--- src/rtl/apuf_eval_pkg.sv ---
// Shared state encoding and width helpers for the APUF evaluation controller.
package apuf_eval_pkg;

  typedef enum logic [1:0] {
    ST_IDLE   = 2'd0,
    ST_SETTLE = 2'd1,
    ST_FIRE   = 2'd2,
    ST_DONE   = 2'd3
  } state_e;

  // Never return a zero width, so degenerate configurations still elaborate.
  function automatic int clog2_min1(input int v);
    return (v <= 2) ? 1 : $clog2(v);
  endfunction

  function automatic int lane_idx_w(input int chal_size);
    return clog2_min1(chal_size / 8);
  endfunction

  function automatic int ones_cnt_w(input int n_rep);
    return clog2_min1(n_rep + 1);
  endfunction

  function automatic int settle_cnt_w(input int settle_cyc);
    return clog2_min1(settle_cyc);
  endfunction

  function automatic int tmo_cnt_w(input int timeout_cyc);
    return clog2_min1(timeout_cyc);
  endfunction

  localparam int DEF_LANE_IDX_W = lane_idx_w(64);
  localparam int DEF_ONES_W     = ones_cnt_w(5);
  localparam int DEF_TMO_W      = tmo_cnt_w(255);

endpackage

--- src/rtl/apuf_vote_ch.sv ---
// One APUF channel: first-ready capture per rep, ones counter, majority vote.
module apuf_vote_ch
  import apuf_eval_pkg::*;
#(
  parameter int N_REP = 5
) (
  input  logic clk,
  input  logic rst,
  input  logic clr,
  input  logic fire,
  input  logic rep_end,
  input  logic ready_in,
  input  logic bit_in,
  output logic rdy_o,
  output logic vote_o
);

  localparam int ONES_W = ones_cnt_w(N_REP);

  logic              captured_q, captured_d;
  logic              bit_q, bit_d;
  logic [ONES_W-1:0] ones_q, ones_d;
  logic [ONES_W-1:0] ones_nxt;
  logic              bit_eff;

  always_comb begin
    // A channel still unready when the rep ends (timeout) contributes 0.
    bit_eff    = captured_q ? bit_q : (ready_in & bit_in);
    ones_nxt   = ones_q + ONES_W'(bit_eff);
    rdy_o      = captured_q | ready_in;
    vote_o     = (ones_nxt > ONES_W'(N_REP / 2));
    captured_d = captured_q;
    bit_d      = bit_q;
    ones_d     = ones_q;
    if (clr) begin
      captured_d = 1'b0;
      ones_d     = '0;
    end else if (rep_end) begin
      captured_d = 1'b0;
      ones_d     = ones_nxt;
    end else if (fire && ready_in && !captured_q) begin
      captured_d = 1'b1;
      bit_d      = bit_in;
    end
  end

  always_ff @(posedge clk) begin
    if (rst) begin
      captured_q <= 1'b0;
      ones_q     <= '0;
    end else begin
      captured_q <= captured_d;
      ones_q     <= ones_d;
    end
  end

  always_ff @(posedge clk) begin
    bit_q <= bit_d;
  end

endmodule

--- src/rtl/apuf_eval_ctrl.sv ---
// Multi-channel, repeated-evaluation APUF controller with majority voting.
// Optional FIRE timeout enabled by defining APUF_EVAL_TIMEOUT_EN.
module apuf_eval_ctrl
  import apuf_eval_pkg::*;
#(
  parameter int CHAL_SIZE   = 64,
  parameter int N_PUF       = 8,
  parameter int N_REP       = 5,
  parameter int SETTLE_CYC  = 4,
  parameter int TIMEOUT_CYC = 255
) (
  input  logic                              clk,
  input  logic                              rst,
  input  logic [7:0]                        chal_byte_in,
  input  logic [lane_idx_w(CHAL_SIZE)-1:0]  chal_byte_idx,
  input  logic                              chal_byte_we,
  input  logic                              start,
  output logic                              busy,
  output logic                              done,
  output logic [CHAL_SIZE-1:0]              challenge,
  output logic                              tig_signal,
  input  logic [N_PUF-1:0]                  resp_ready_in,
  input  logic [N_PUF-1:0]                  resp_bit_in,
  output logic [N_PUF-1:0]                  resp_word,
  output logic                              timeout_err
);

  localparam int LANES = CHAL_SIZE / 8;
  localparam int SET_W = settle_cnt_w(SETTLE_CYC);
  localparam int REP_W = ones_cnt_w(N_REP);

  state_e                 state_q, state_d;
  logic [SET_W-1:0]       settle_q, settle_d;
  logic [REP_W-1:0]       rep_q, rep_d;
  logic [CHAL_SIZE-1:0]   chal_q, chal_d;
  logic                   busy_q, busy_d;
  logic                   done_q, done_d;
  logic                   tig_q, tig_d;
  logic [N_PUF-1:0]       resp_q, resp_d;

  logic                   clr, fire, rep_end, all_rdy, tmo_hit;
  logic [N_PUF-1:0]       rdy_vec, vote_vec;

`ifdef APUF_EVAL_TIMEOUT_EN
  localparam int TMO_W = tmo_cnt_w(TIMEOUT_CYC);
  logic [TMO_W-1:0] fire_cnt_q, fire_cnt_d;
  logic             tmo_err_q, tmo_err_d;
  assign tmo_hit     = (fire_cnt_q == TMO_W'(TIMEOUT_CYC - 1));
  assign timeout_err = tmo_err_q;
`else
  wire unused_tmo_cfg = |TIMEOUT_CYC;
  assign tmo_hit     = 1'b0;
  assign timeout_err = 1'b0;
`endif

  assign all_rdy = &rdy_vec;
  assign clr     = (state_q == ST_IDLE) && start;
  assign fire    = (state_q == ST_FIRE);
  assign rep_end = fire && (all_rdy || tmo_hit);

  for (genvar g = 0; g < N_PUF; g++) begin : g_ch
    apuf_vote_ch #(.N_REP(N_REP)) u_ch (
      .clk      (clk),
      .rst      (rst),
      .clr      (clr),
      .fire     (fire),
      .rep_end  (rep_end),
      .ready_in (resp_ready_in[g]),
      .bit_in   (resp_bit_in[g]),
      .rdy_o    (rdy_vec[g]),
      .vote_o   (vote_vec[g])
    );
  end

  always_comb begin
    state_d  = state_q;
    settle_d = settle_q;
    rep_d    = rep_q;
    chal_d   = chal_q;
    busy_d   = busy_q;
    done_d   = done_q;
    tig_d    = tig_q;
    resp_d   = resp_q;
`ifdef APUF_EVAL_TIMEOUT_EN
    fire_cnt_d = fire_cnt_q;
    tmo_err_d  = tmo_err_q;
`endif
    case (state_q)
      ST_IDLE: begin
        // The write lands even when start arrives in the same cycle.
        if (chal_byte_we && (int'(chal_byte_idx) < LANES))
          chal_d[int'(chal_byte_idx)*8 +: 8] = chal_byte_in;
        if (start) begin
          state_d  = ST_SETTLE;
          busy_d   = 1'b1;
          settle_d = '0;
          rep_d    = '0;
`ifdef APUF_EVAL_TIMEOUT_EN
          tmo_err_d = 1'b0;
`endif
        end
      end
      ST_SETTLE: begin
        if (settle_q == SET_W'(SETTLE_CYC - 1)) begin
          state_d = ST_FIRE;
          tig_d   = 1'b1;
`ifdef APUF_EVAL_TIMEOUT_EN
          fire_cnt_d = '0;
`endif
        end else begin
          settle_d = settle_q + 1'b1;
        end
      end
      ST_FIRE: begin
`ifdef APUF_EVAL_TIMEOUT_EN
        fire_cnt_d = fire_cnt_q + 1'b1;
        if (tmo_hit && !all_rdy) tmo_err_d = 1'b1;
`endif
        // Dropping the trigger between reps also lets the arbiters relax.
        if (rep_end) begin
          tig_d = 1'b0;
          if (rep_q == REP_W'(N_REP - 1)) begin
            state_d = ST_DONE;
            busy_d  = 1'b0;
            done_d  = 1'b1;
            resp_d  = vote_vec;
          end else begin
            state_d  = ST_SETTLE;
            rep_d    = rep_q + 1'b1;
            settle_d = '0;
          end
        end
      end
      ST_DONE: begin
        done_d  = 1'b0;
        state_d = ST_IDLE;
      end
      default: state_d = ST_IDLE;
    endcase
  end

  always_ff @(posedge clk) begin
    if (rst) begin
      state_q  <= ST_IDLE;
      settle_q <= '0;
      rep_q    <= '0;
      chal_q   <= '0;
      busy_q   <= 1'b0;
      done_q   <= 1'b0;
      tig_q    <= 1'b0;
      resp_q   <= '0;
`ifdef APUF_EVAL_TIMEOUT_EN
      fire_cnt_q <= '0;
      tmo_err_q  <= 1'b0;
`endif
    end else begin
      state_q  <= state_d;
      settle_q <= settle_d;
      rep_q    <= rep_d;
      chal_q   <= chal_d;
      busy_q   <= busy_d;
      done_q   <= done_d;
      tig_q    <= tig_d;
      resp_q   <= resp_d;
`ifdef APUF_EVAL_TIMEOUT_EN
      fire_cnt_q <= fire_cnt_d;
      tmo_err_q  <= tmo_err_d;
`endif
    end
  end

  assign busy       = busy_q;
  assign done       = done_q;
  assign challenge  = chal_q;
  assign tig_signal = tig_q;
  assign resp_word  = resp_q;

endmodule

--- config.mk ---
export PLATFORM = sky130hd
export DESIGN_NAME = apuf_eval_ctrl
export DESIGN_NICKNAME = d
export VERILOG_FILES = /design/src/rtl/apuf_eval_pkg.sv /design/src/rtl/apuf_vote_ch.sv /design/src/rtl/apuf_eval_ctrl.sv
export SDC_FILE = /design/constraint.sdc
export NUM_CORES = 1
export LEC_CHECK = 0
export CORE_MARGIN = 5
export CORE_UTILIZATION = 40
export CTS_CLUSTER_SIZE = 12
export DETAILED_ROUTE_END_ITERATION = 6
export SYNTH_ARGS = -nofsm -noshare
export SYNTH_HDL_FRONTEND = slang
export SYNTH_HIERARCHICAL = 1
export SYNTH_SLANG_ARGS = --single-unit
--- constraint.sdc ---
create_clock -name clk -period 4 [get_ports clk]
set_clock_uncertainty 0.2 [all_clocks]
set_input_delay 1 -clock clk [delete_from_list [all_inputs] [get_ports clk]]
set_output_delay 1 -clock clk [all_outputs]
set_load 0.03 [all_outputs]
==> out/results.tsv, run 1 <==
stage	metric	value	unit
status	outcome	finished, final reports clean	
sta	setup_viol	0	
worst_setup_path	crit_fanout	11	
finish	final_cell_mix	nand2_1, dfxtp_1, clkdlybuf4s50_1	
clock_network	cts_post_setup_buffers_inserted	0	
sta	fmax	304	MHz
synthesis	seq_area_frac_synth	43.7	%
worst_setup_path	r2r-start	state_q[1]	
grt	antenna_found_initial	0	
grt	grtUsageTotal	18.9	%
die	die_x	130	µm
routing	drt_iter0_markers	304	
synthesis	synth-seq-cells	122	
clock_network	cts.sinks	122	
die	die-area	0.0169	mm²
clock_network	root_buffer	clkbuf_16	
power	power.density	412	mW/mm²
sta	worstMarginPinSlew	0.927	ns
worst_setup_path	worst_ep_arrival_time	3.38	ns
power	leakage	0.00277	µW
routing	wirelength	15400	µm
worst_hold_path	hold_path.class	reg -> reg	
die	die_y	130	µm
place	dp_hpwl	10900	µm
routing	ant_nets	0	
place	gp_congestion	0.782	
worst_setup_path	rrSetupSlack	1.69	ns
synthesis	synth_edf_count	8	
sta	finalCritPeriodShare	82.1	%
clock_network	cts-resized-gates	0	
worst_setup_path	end_kind	flip-flop	
grt	grt_pass1_wl	24800	µm
worst_setup_path	ff2ff_path_depth	4	
sta	fin_crit	3.29	ns
die	rows	43	
clock_network	clk_pin_slew	0.06	ns
grt	grt-ovfl-total	0	
die	start_util	41.3	%
clock_network	cts_tree	done	
worst_setup_path	criticalPathCategory	in -> reg	
synthesis	synth_nets	648	
die	boundaryPins	107	
finish	syn_to_final_growth	33.1	%
worst_setup_path	crit_path_start	chal_byte_idx[0]	
routing	first_pass_iters	5	
die	core_area	0.0140	mm²
clock_network	h-tree-depth	4	
sta	hold_viol	0	
worst_setup_path	r2r_end	rep_q[0]	
synthesis	yosysWarnings	6	
synthesis	syn_inst	595	
power	ir_drop	0.287	mV
clock_network	clk_latency	0.41	ns
sta	relSlewSlack	38.1	%
finish	drive_above_1_share	12.3	%
sta	rsz0062_at_grt	no	
synthesis	synth_cell_types	53	
clock_network	ctsHoldBuffers	0	
clock_network	clockBufferDepth	2	
routing	wl_per_cell	17.1	µm
grt	grt_max_degree	55	
routing	vias_per_cell	5.29	
finish	n_antenna_cell	0	
power	power	3170	µW
worst_setup_path	cp.required	4.10	ns
place	place.port_buffers	105	
finish	num-nets-final	761	
grt	grt_pass1_vias	4794	
synthesis	syn-cell-area	0.00577	mm²
finish	fillCellCount	1254	
sta	tns	0	ns
synthesis	async_flop_share	0	%
routing	drc	0	
clock_network	cts_inserted_buffers	17	
worst_setup_path	endpoint	challenge[17]	
synthesis	syn_avg_cell_area	9.70	µm²
flow_run	maxCapViolations	0	
worst_setup_path	crit_path_start_kind	input pin	
routing	vias	4762	
finish	mostFrequentLayoutCell	nand2_1	
synthesis	synthFlopType	dfxtp_1	
sta	maxSlewViolCount	0	
## worst max-delay path, cell delays in order
cell and delay (ns):
clkdlybuf4s50_1 0.48, clkinv_1 0.09, ha_1 0.22, ha_1 0.21
or4b_4 0.62, or3_1 0.43, buf_4 0.19, mux2i_1 0.13
## how the worst min path moves through the flow
stage	startpoint	endpoint	slack (ns)	cells after the start
after floorplan	rep_q[1]	rep_q[1]	0.26	2
after global placement	challenge[32]	challenge[32]	0.24	2
after detailed placement	challenge[33]	challenge[33]	0.25	2
after CTS	challenge[36]	challenge[36]	0.26	2
after global routing	challenge[27]	challenge[27]	0.29	2
final	challenge[36]	challenge[36]	0.26	2
## sequential cells by signal, indices dropped and copies added (netlist names)
| name | count |
|---|---|
| challenge | 64 |
| busy | 1 |
| g_ch.u_ch/ones_q | 24 |
| resp_word | 8 |
| tig_signal | 1 |
| g_ch.u_ch/captured_q | 8 |
| done | 1 |
| state_q | 2 |
| rep_q | 3 |
| settle_q | 2 |
| g_ch.u_ch/bit_q | 8 |
## power breakdown
group,internal [µW],total (µW),switching [µW],leakage [µW]
sequential,1240,1240,7.06,0.000991
clock,1150,1710,559,0.000319
combinational,83.2,217,133,0.00146
total,2470,3170,700,0.00277
## per-stage QoR
stage          util (%)  hold slack (ns)  instances  area (µm²)  worst slack [ns]
2_1_floorplan         -            0.263        595        5770             0.651
3_3_place_gp       50.1            0.244        869        7010             0.329
3_5_place_dp       50.1            0.246        869        7010             0.285
4_1_cts            54.9            0.262        901        7680             0.726
5_1_grt            54.9            0.286        901        7680             0.621
6_report           54.9            0.257        901        7680             0.714
## Yosys cell counts, drive strengths merged, types with 3 or more instances
library cell  number  share of area, %
a211oi            11               2.1
a21bo              8               1.4
a21oi             18               1.6
a22o               5              0.76
a31o               5              0.76
and4               3              0.46
buf               13               2.1
clkbuf            20               1.3
dfxtp            114                40
edfxtp             8               4.2
ha                22               4.8
inv                8              0.52
mux2               9               1.8
mux2i             64                11
nand2            126               8.2
nand2b             5              0.54
nand3              5              0.43
nand3b            13               1.7
nand4             11               1.2
nor2               3              0.20
nor2b             16               1.7
nor3              24               2.9
nor4              24               3.0
nor4b              3              0.56
o21ai              8              0.69
o31ai              9               1.2
or2                8              0.87
or3                3              0.33
xnor2              8               1.2
## kinds of logic after synthesis
group                      count (synthesis)  synth area share, %
other                                      1               0.0650
buffers and inverters                     42                 4.03
and+or+nand+nor                          256                 23.9
xor gates and xnor gates                   8                 1.21
muxes                                     73                 12.9
adders and majority gates                 22                 4.77
AOI/OAI and AO/OA                         71                 9.43
DFF                                      122                 43.7
## routing by layer
metal	vias to the layer above	share of wire [%]	global-route usage [%]
li1	2363	-	-
met1	2253	47	25.3
met2	125	46	28.9
met3	21	5.8	5.57
met4	0	1.5	6.72
met5	-	0	0
## layout make-up
class                      instances  area (µm²)  share of cell area (%)
sequential                       122        2520                    32.8
timing repair buffer             127        1210                    15.8
clock buffer                      19         454                    5.91
clock inverter                    13         215                    2.80
tap                              180         225                    2.93
inverter                           9        33.8                   0.440
multi-input combinational        431        3020                    39.3
(Power assumes the default switching activity.)
==> run 2, diff against run 1 <==
Settings changed: PLACE_DENSITY set to 0.66.
Clock period 4 ns to 2.9 ns, I/O delays scaled along.
==> out/results.tsv, run 2 (synthesis results as in run 1) <==
stage	metric	value	unit	change
power	power.density	535	mW/mm²	was 412 mW/mm²
power	switching_power	950	µW	was 700 µW
power	p_clk_share	51.7	%	was 53.9%
clock_network	cts_inserted_buffers	17		unchanged
power	p_sw_share	22.4	%	was 22.1%
finish	n_antenna_cell	0		unchanged
finish	fin_area	0.00792	mm²	was 0.00768 mm²
routing	vias	4969		was 4762
finish	drive_above_1_share	15.7	%	was 12.3%
place	post-place-ws	-0.501	ns	was 0.285 ns
sta	worstMarginPinSlew	0.929	ns	was 0.927 ns
finish	mostFrequentLayoutCell	nand2_1		unchanged
finish	num-nets-final	786		was 761
die	die-area	0.0169	mm²	unchanged
routing	first_pass_iters	5		unchanged
die	die_x	130	µm	unchanged
place	dp_hpwl	11100	µm	was 10900 µm
power	ir_drop	0.422	mV	was 0.287 mV
clock_network	cts.sinks	122		unchanged
place	placed_cell_area	0.00728	mm²	was 0.00701 mm²
worst_hold_path	holdPathEnd	challenge[44]		was challenge[36]
grt	grt_max_degree	55		unchanged
clock_network	clockBufferDepth	2		unchanged
routing	ant_nets	0		unchanged
worst_setup_path	worst_ep_arrival_time	2.92	ns	was 3.38 ns
status	outcome	finished, final reports clean		unchanged
finish	final_cells	926		was 901
power	p_int	3290	µW	was 2470 µW
grt	grt_pass1_wl	25800	µm	was 24800 µm
power	seqPwrFrac	40.4	%	was 39.3%
worst_setup_path	end_kind	flip-flop		unchanged
flow_run	maxCapViolations	0		unchanged
power	leakage	0.00291	µW	was 0.00277 µW
worst_setup_path	crit_path_start_kind	input pin		unchanged
worst_setup_path	criticalPathCategory	in -> reg		unchanged
clock_network	root_buffer	clkbuf_16		unchanged
power	power_frac_comb	7.9	%	was 6.8%
sta	finalCritPeriodShare	97.3	%	
clock_network	clk_latency	0.41	ns	about the same
finish	fillCellCount	1203		was 1254
place	gp_congestion	0.835		was 0.782
sta	fin_crit	2.82	ns	
die	start_util	41.3	%	unchanged
worst_setup_path	r2r-start	state_q[0]		was state_q[1]
worst_hold_path	hold_path_startpoint	challenge[44]		was challenge[36]
sta	fmax	354	MHz	
routing	vias_per_cell	5.37		was 5.29
grt	grtUsageTotal	19.3	%	was 18.9%
sta	maxSlewViolCount	0		unchanged
die	rows	43		unchanged
routing	drt_iter0_markers	315		was 304
place	place.port_buffers	105		unchanged
worst_setup_path	cp.required	3.00	ns	was 4.10 ns
grt	grt-ovfl-total	0		unchanged
die	core_area	0.0140	mm²	unchanged
clock_network	clk_pin_slew	0.05	ns	was 0.06 ns
clock_network	cts_tree	done		unchanged
worst_setup_path	rrSetupSlack	0.83	ns	was 1.69 ns
sta	setup_viol	0		unchanged
sta	rsz0062_at_grt	no		unchanged
grt	antenna_found_initial	0		unchanged
worst_hold_path	hold_path.class	reg -> reg		unchanged
sta	tns	0	ns	unchanged
sta	hold_viol	0		unchanged
sta	relSlewSlack	38.0	%	was 38.1%
finish	syn_to_final_growth	37.3	%	was 33.1%
worst_setup_path	ff2ff_path_depth	4		unchanged
clock_network	ctsHoldBuffers	0		unchanged
finish	largest_reg_flops	64		unchanged
place	placed_cells	894		was 869
worst_hold_path	holdPathStages	2		unchanged
clock_network	h-tree-depth	4		unchanged
power	power	4240	µW	was 3170 µW
finish	final_cell_mix	nand2_1, dfxtp_1, clkdlybuf4s50_1		unchanged
routing	wl_per_cell	17.0	µm	was 17.1 µm
grt	grt_pass1_vias	5208		was 4794
routing	wirelength	15800	µm	was 15400 µm
sta	setup_ws	0.0785	ns	was 0.714 ns
worst_setup_path	crit_fanout	7		was 11
worst_setup_path	r2r_end	challenge[23]		was rep_q[0]
die	die_y	130	µm	unchanged
routing	drc	0		unchanged
die	boundaryPins	107		unchanged
-- run 2: metal layers --
layer / vias up / wire (µm) / track usage (%)
li1: 2409 / - / -
met3: 31 / 968 / 6.34
met5: - / 0 / 0
met4: 0 / 325 / 6.36
met1: 2391 / 7210 / 24.5
met2: 138 / 7280 / 31.0
-- run 2: cell type report --
type	instances	area (µm²)	share of cell area [%]
tap	180	225	2.84
inverter	9	35.0	0.442
timing repair buffer	152	1480	18.7
multi-input combinational	431	3040	38.3
clock inverter	11	141	1.78
sequential	122	2520	31.8
clock buffer	21	482	6.08
-- run 2: how the worst max path moves through the flow --
| stage | from | end | cells after the start |
|---|---|---|---|
| 2_1_floorplan | chal_byte_idx[0] | challenge[20] | 7 |
| 3_3_place_gp | chal_byte_idx[0] | challenge[1] | 7 |
| 3_5_place_dp | chal_byte_idx[0] | challenge[4] | 7 |
| 4_1_cts | chal_byte_idx[0] | challenge[15] | 9 |
| 5_1_grt | chal_byte_idx[1] | challenge[31] | 9 |
| 6_report | chal_byte_idx[1] | challenge[23] | 8 |
-- run 2: through the flow --
stage / utilization [%] / hold WS (ns)
floorplan: - / 0.263
global placement: 52.0 / 0.245
detailed placement: 52.0 / 0.251
CTS: 56.6 / 0.262
global route: 56.6 / 0.275
finish: 56.6 / 0.256
-- run 2: power groups by stage --
stage | Combinational, µW | Sequential [µW] | Clock, µW
detailed placement | 330 | 1750 | 0
CTS | 333 | 1710 | 2230
global route | 360 | 1710 | 2310
global placement | 324 | 1750 | 0
floorplan | 154 | 1760 | 0
finish | 334 | 1710 | 2190
-- run 2: repair_timing --
| item | 4_1_cts | 5_1_grt |
|---|---|---|
| endpoints found under the setup margin | 13 | 49 |
| gates resized for setup | 2 | 3 |
| setup buffers | 0 | 0 |
| pin swaps | 1 | 1 |
-- run 2: worst max-delay path, stage by stage --
cell and delay [ns]:
clkdlybuf4s50_1 0.49, inv_1 0.05, ha_1 0.20, ha_1 0.21, or4b_4 0.50, or3_1 0.42
buf_4 0.20, mux2i_1 0.13
==> run 3, diff against run 2 <==
Settings changed: ABC_AREA set to 1.
==> out/results.tsv, run 3 <==
stage	metric	value	unit	change
status	outcome	finished, final reports clean		unchanged
routing	drc	0		unchanged
grt	grtUsageTotal	18.0	%	was 19.3%
routing	dr_wl_met3	866	µm	was 968 µm
synthesis	async_flop_share	0	%	unchanged
clock_network	h-tree-depth	4		unchanged
worst_setup_path	worst_ep_arrival_time	2.75	ns	was 2.92 ns
worst_setup_path	end_kind	flip-flop		unchanged
finish	mostFrequentLayoutCell	nor2_1		was nand2_1
routing	maxUsedRoutingLayer	met4		unchanged
synthesis	synth_edf_count	8		unchanged
die	die-area	0.0173	mm²	was 0.0169 mm²
die	die_x	132	µm	was 130 µm
die	core_area	0.0145	mm²	was 0.0140 mm²
synthesis	syn_avg_cell_area	7.30	µm²	was 9.70 µm²
routing	ant_nets	0		unchanged
worst_setup_path	cp.required	3.00	ns	about the same
worst_hold_path	hold_path.class	reg -> reg		unchanged
place	dp_hpwl	11200	µm	was 11100 µm
clock_network	ctsHoldBuffers	0		unchanged
die	start_util	40.7	%	was 41.3%
synthesis	synth_cell_types	34		was 53
place	placed_cells	1108		was 894
routing	wirelength	15400	µm	was 15800 µm
finish	drive_above_1_share	12.6	%	was 15.7%
synthesis	synthFlopType	dfxtp_1		unchanged
grt	grt_pass1_vias	5356		was 5208
sta	setup_viol	0		unchanged
synthesis	synth_nets	863		was 648
grt	grt_max_degree	47		was 55
power	ir_drop	0.401	mV	was 0.422 mV
power	leakage	0.00332	µW	was 0.00291 µW
sta	finalCritPeriodShare	91.3	%	was 97.3%
clock_network	clockBufferDepth	2		unchanged
finish	final_cells	1140		was 926
finish	n_antenna_cell	0		unchanged
synthesis	synthTopCellsByArea	dfxtp_1, nor2_1, nand2_1		was dfxtp_1, mux2i_1, nand2_1
finish	num-nets-final	996		was 786
sta	relSlewSlack	55.2	%	was 38.0%
worst_setup_path	crit_path_start_kind	input pin		unchanged
power	power.density	586	mW/mm²	was 535 mW/mm²
place	place.port_buffers	105		unchanged
routing	wl_met1	7090	µm	was 7210 µm
synthesis	synth-seq-cells	122		unchanged
sta	maxSlewViolCount	0		unchanged
routing	wl_per_cell	13.5	µm	was 17.0 µm
clock_network	clk_pin_slew	0.06	ns	was 0.05 ns
synthesis	seq_area_frac_synth	42.7	%	was 43.7%
grt	antenna_found_initial	0		unchanged
clock_network	cts-resized-gates	0		was 2
die	boundaryPins	107		unchanged
clock_network	cts_tree	done		unchanged
synthesis	syn-cell-area	0.00591	mm²	was 0.00577 mm²
synthesis	yosysTopAreaCellShare	38.6	%	was 39.5%
finish	final_cell_mix	nor2_1, nand2_1, dfxtp_1		was nand2_1, dfxtp_1, clkdlybuf4s50_1
die	die_y	132	µm	was 130 µm
flow_run	maxCapViolations	0		unchanged
clock_network	cts_inserted_buffers	17		unchanged
clock_network	clk_latency	0.41	ns	about the same
routing	route.met2.wl	7210	µm	was 7280 µm
finish	largest_reg_flops	64		unchanged
grt	grt-ovfl-total	0		unchanged
synthesis	synthMostInstantiatedCell	nor2_1		was nand2_1
finish	syn_to_final_growth	34.0	%	was 37.3%
clock_network	cts.sinks	122		unchanged
routing	first_pass_iters	4		was 5
grt	grt_pass1_wl	25900	µm	was 25800 µm
routing	drt_iter0_markers	376		was 315
synthesis	yosysWarnings	6		unchanged
worst_setup_path	crit_fanout	16		was 7
clock_network	cts_post_setup_buffers_inserted	0		unchanged
sta	fmax	378	MHz	was 354 MHz
sta	fin_crit	2.65	ns	was 2.82 ns
synthesis	yosysTopAreaCell	dfxtp_1		unchanged
sta	rsz0062_at_grt	no		unchanged
routing	vias	5515		was 4969
routing	vias_per_cell	4.84		was 5.37
synthesis	syn_inst	810		was 595
synthesis	yosys-top-cells-count	nor2_1, nand2_1, dfxtp_1		was nand2_1, dfxtp_1, mux2i_1
place	gp_congestion	0.852		was 0.835
sta	hold_viol	0		unchanged
sta	worstMarginPinSlew	0.671	ns	was 0.929 ns
finish	final_util	54.5	%	was 56.6%
die	rows	44		was 43
power	power	4640	µW	was 4240 µW
clock_network	root_buffer	clkbuf_16		unchanged
worst_setup_path	criticalPathCategory	in -> reg		unchanged
[run 3: cell types whose count changed in the layout (fill, tap and decap cells not counted), moves of 12 or more]
cell and delta:
a21oi_1 +15, buf_4 -12, inv_1 +51, inv_2 +15
mux2i_1 -63, nand2_1 +24, nand3_1 +52, nor2_1 +174
nor2_4 +16, nor2b_1 -16, nor4_1 -22, o21ai_0 +44
o21ai_1 +30
[run 3: routing by layer]
layer | vias up | global-route usage, %
li1 | 2892 | -
met1 | 2478 | 23.0
met2 | 125 | 29.7
met3 | 20 | 5.20
met4 | 0 | 4.80
met5 | - | 0
[run 3: cell families (layout without fill, tap and decap cells)]
group	count (synthesis)	in the layout	share of synthesized area, %
xor gates and xnor gates	1	1	0.148
and+or+nand+nor	447	447	34.5
DFF	122	122	42.7
other	1	1	0.0634
adders and majority gates	22	22	4.66
AOI/OAI and AO/OA	118	118	10.1
buffers and inverters	99	245	7.83
[run 3: cell type report]
type	instances	area, µm²
well taps	184	230
clock inverters	10	113
repair buffers	137	1340
fillers	1429	6620
inverters	76	293
clock buffers	22	495
multi-input cells	589	2930
flip-flops and latches	122	2520
[run 3: per-stage QoR]
step / setup slack (ns) / hold slack [ns] / setup TNS, ns / area, µm²
floorplan: 0.0675 / 0.243 / 0 / 5910
global placement: -0.114 / 0.256 / -1.86 / 7310
detailed placement: -0.183 / 0.260 / -3.91 / 7310
CTS: 0.254 / 0.268 / 0 / 7920
global route: 0.164 / 0.289 / 0 / 7920
finish: 0.254 / 0.264 / 0 / 7920
[run 3: power by group]
| part | total (µW) | internal, µW | switching [µW] |
|---|---|---|---|
| combinational | 717 | 270 | 446 |
| clock | 2130 | 1380 | 749 |
| sequential | 1790 | 1750 | 39.4 |
[run 3: worst max-delay path: stages]
cell and delay (ns):
clkdlybuf4s50_1 0.54, inv_4 0.04, ha_1 0.21, ha_1 0.38
buf_4 0.19, nor4_4 0.27, buf_12 0.18, nand3b_1 0.08
nand2_1 0.08, nor2_1 0.04
[run 3: path summary, 6_finish.rpt]
path / startpoint / end / slack [ns] / depth (start not counted)
worst min register to register: settle_q[1] / settle_q[1] / 0.26 / 2
worst min-delay path: settle_q[1] / settle_q[1] / 0.26 / 2
worst max-delay path: chal_byte_idx[0] / challenge[5] / 0.25 / 10
worst max register to register: state_q[0] / g_ch[4].u_ch/bit_q / 0.95 / 7
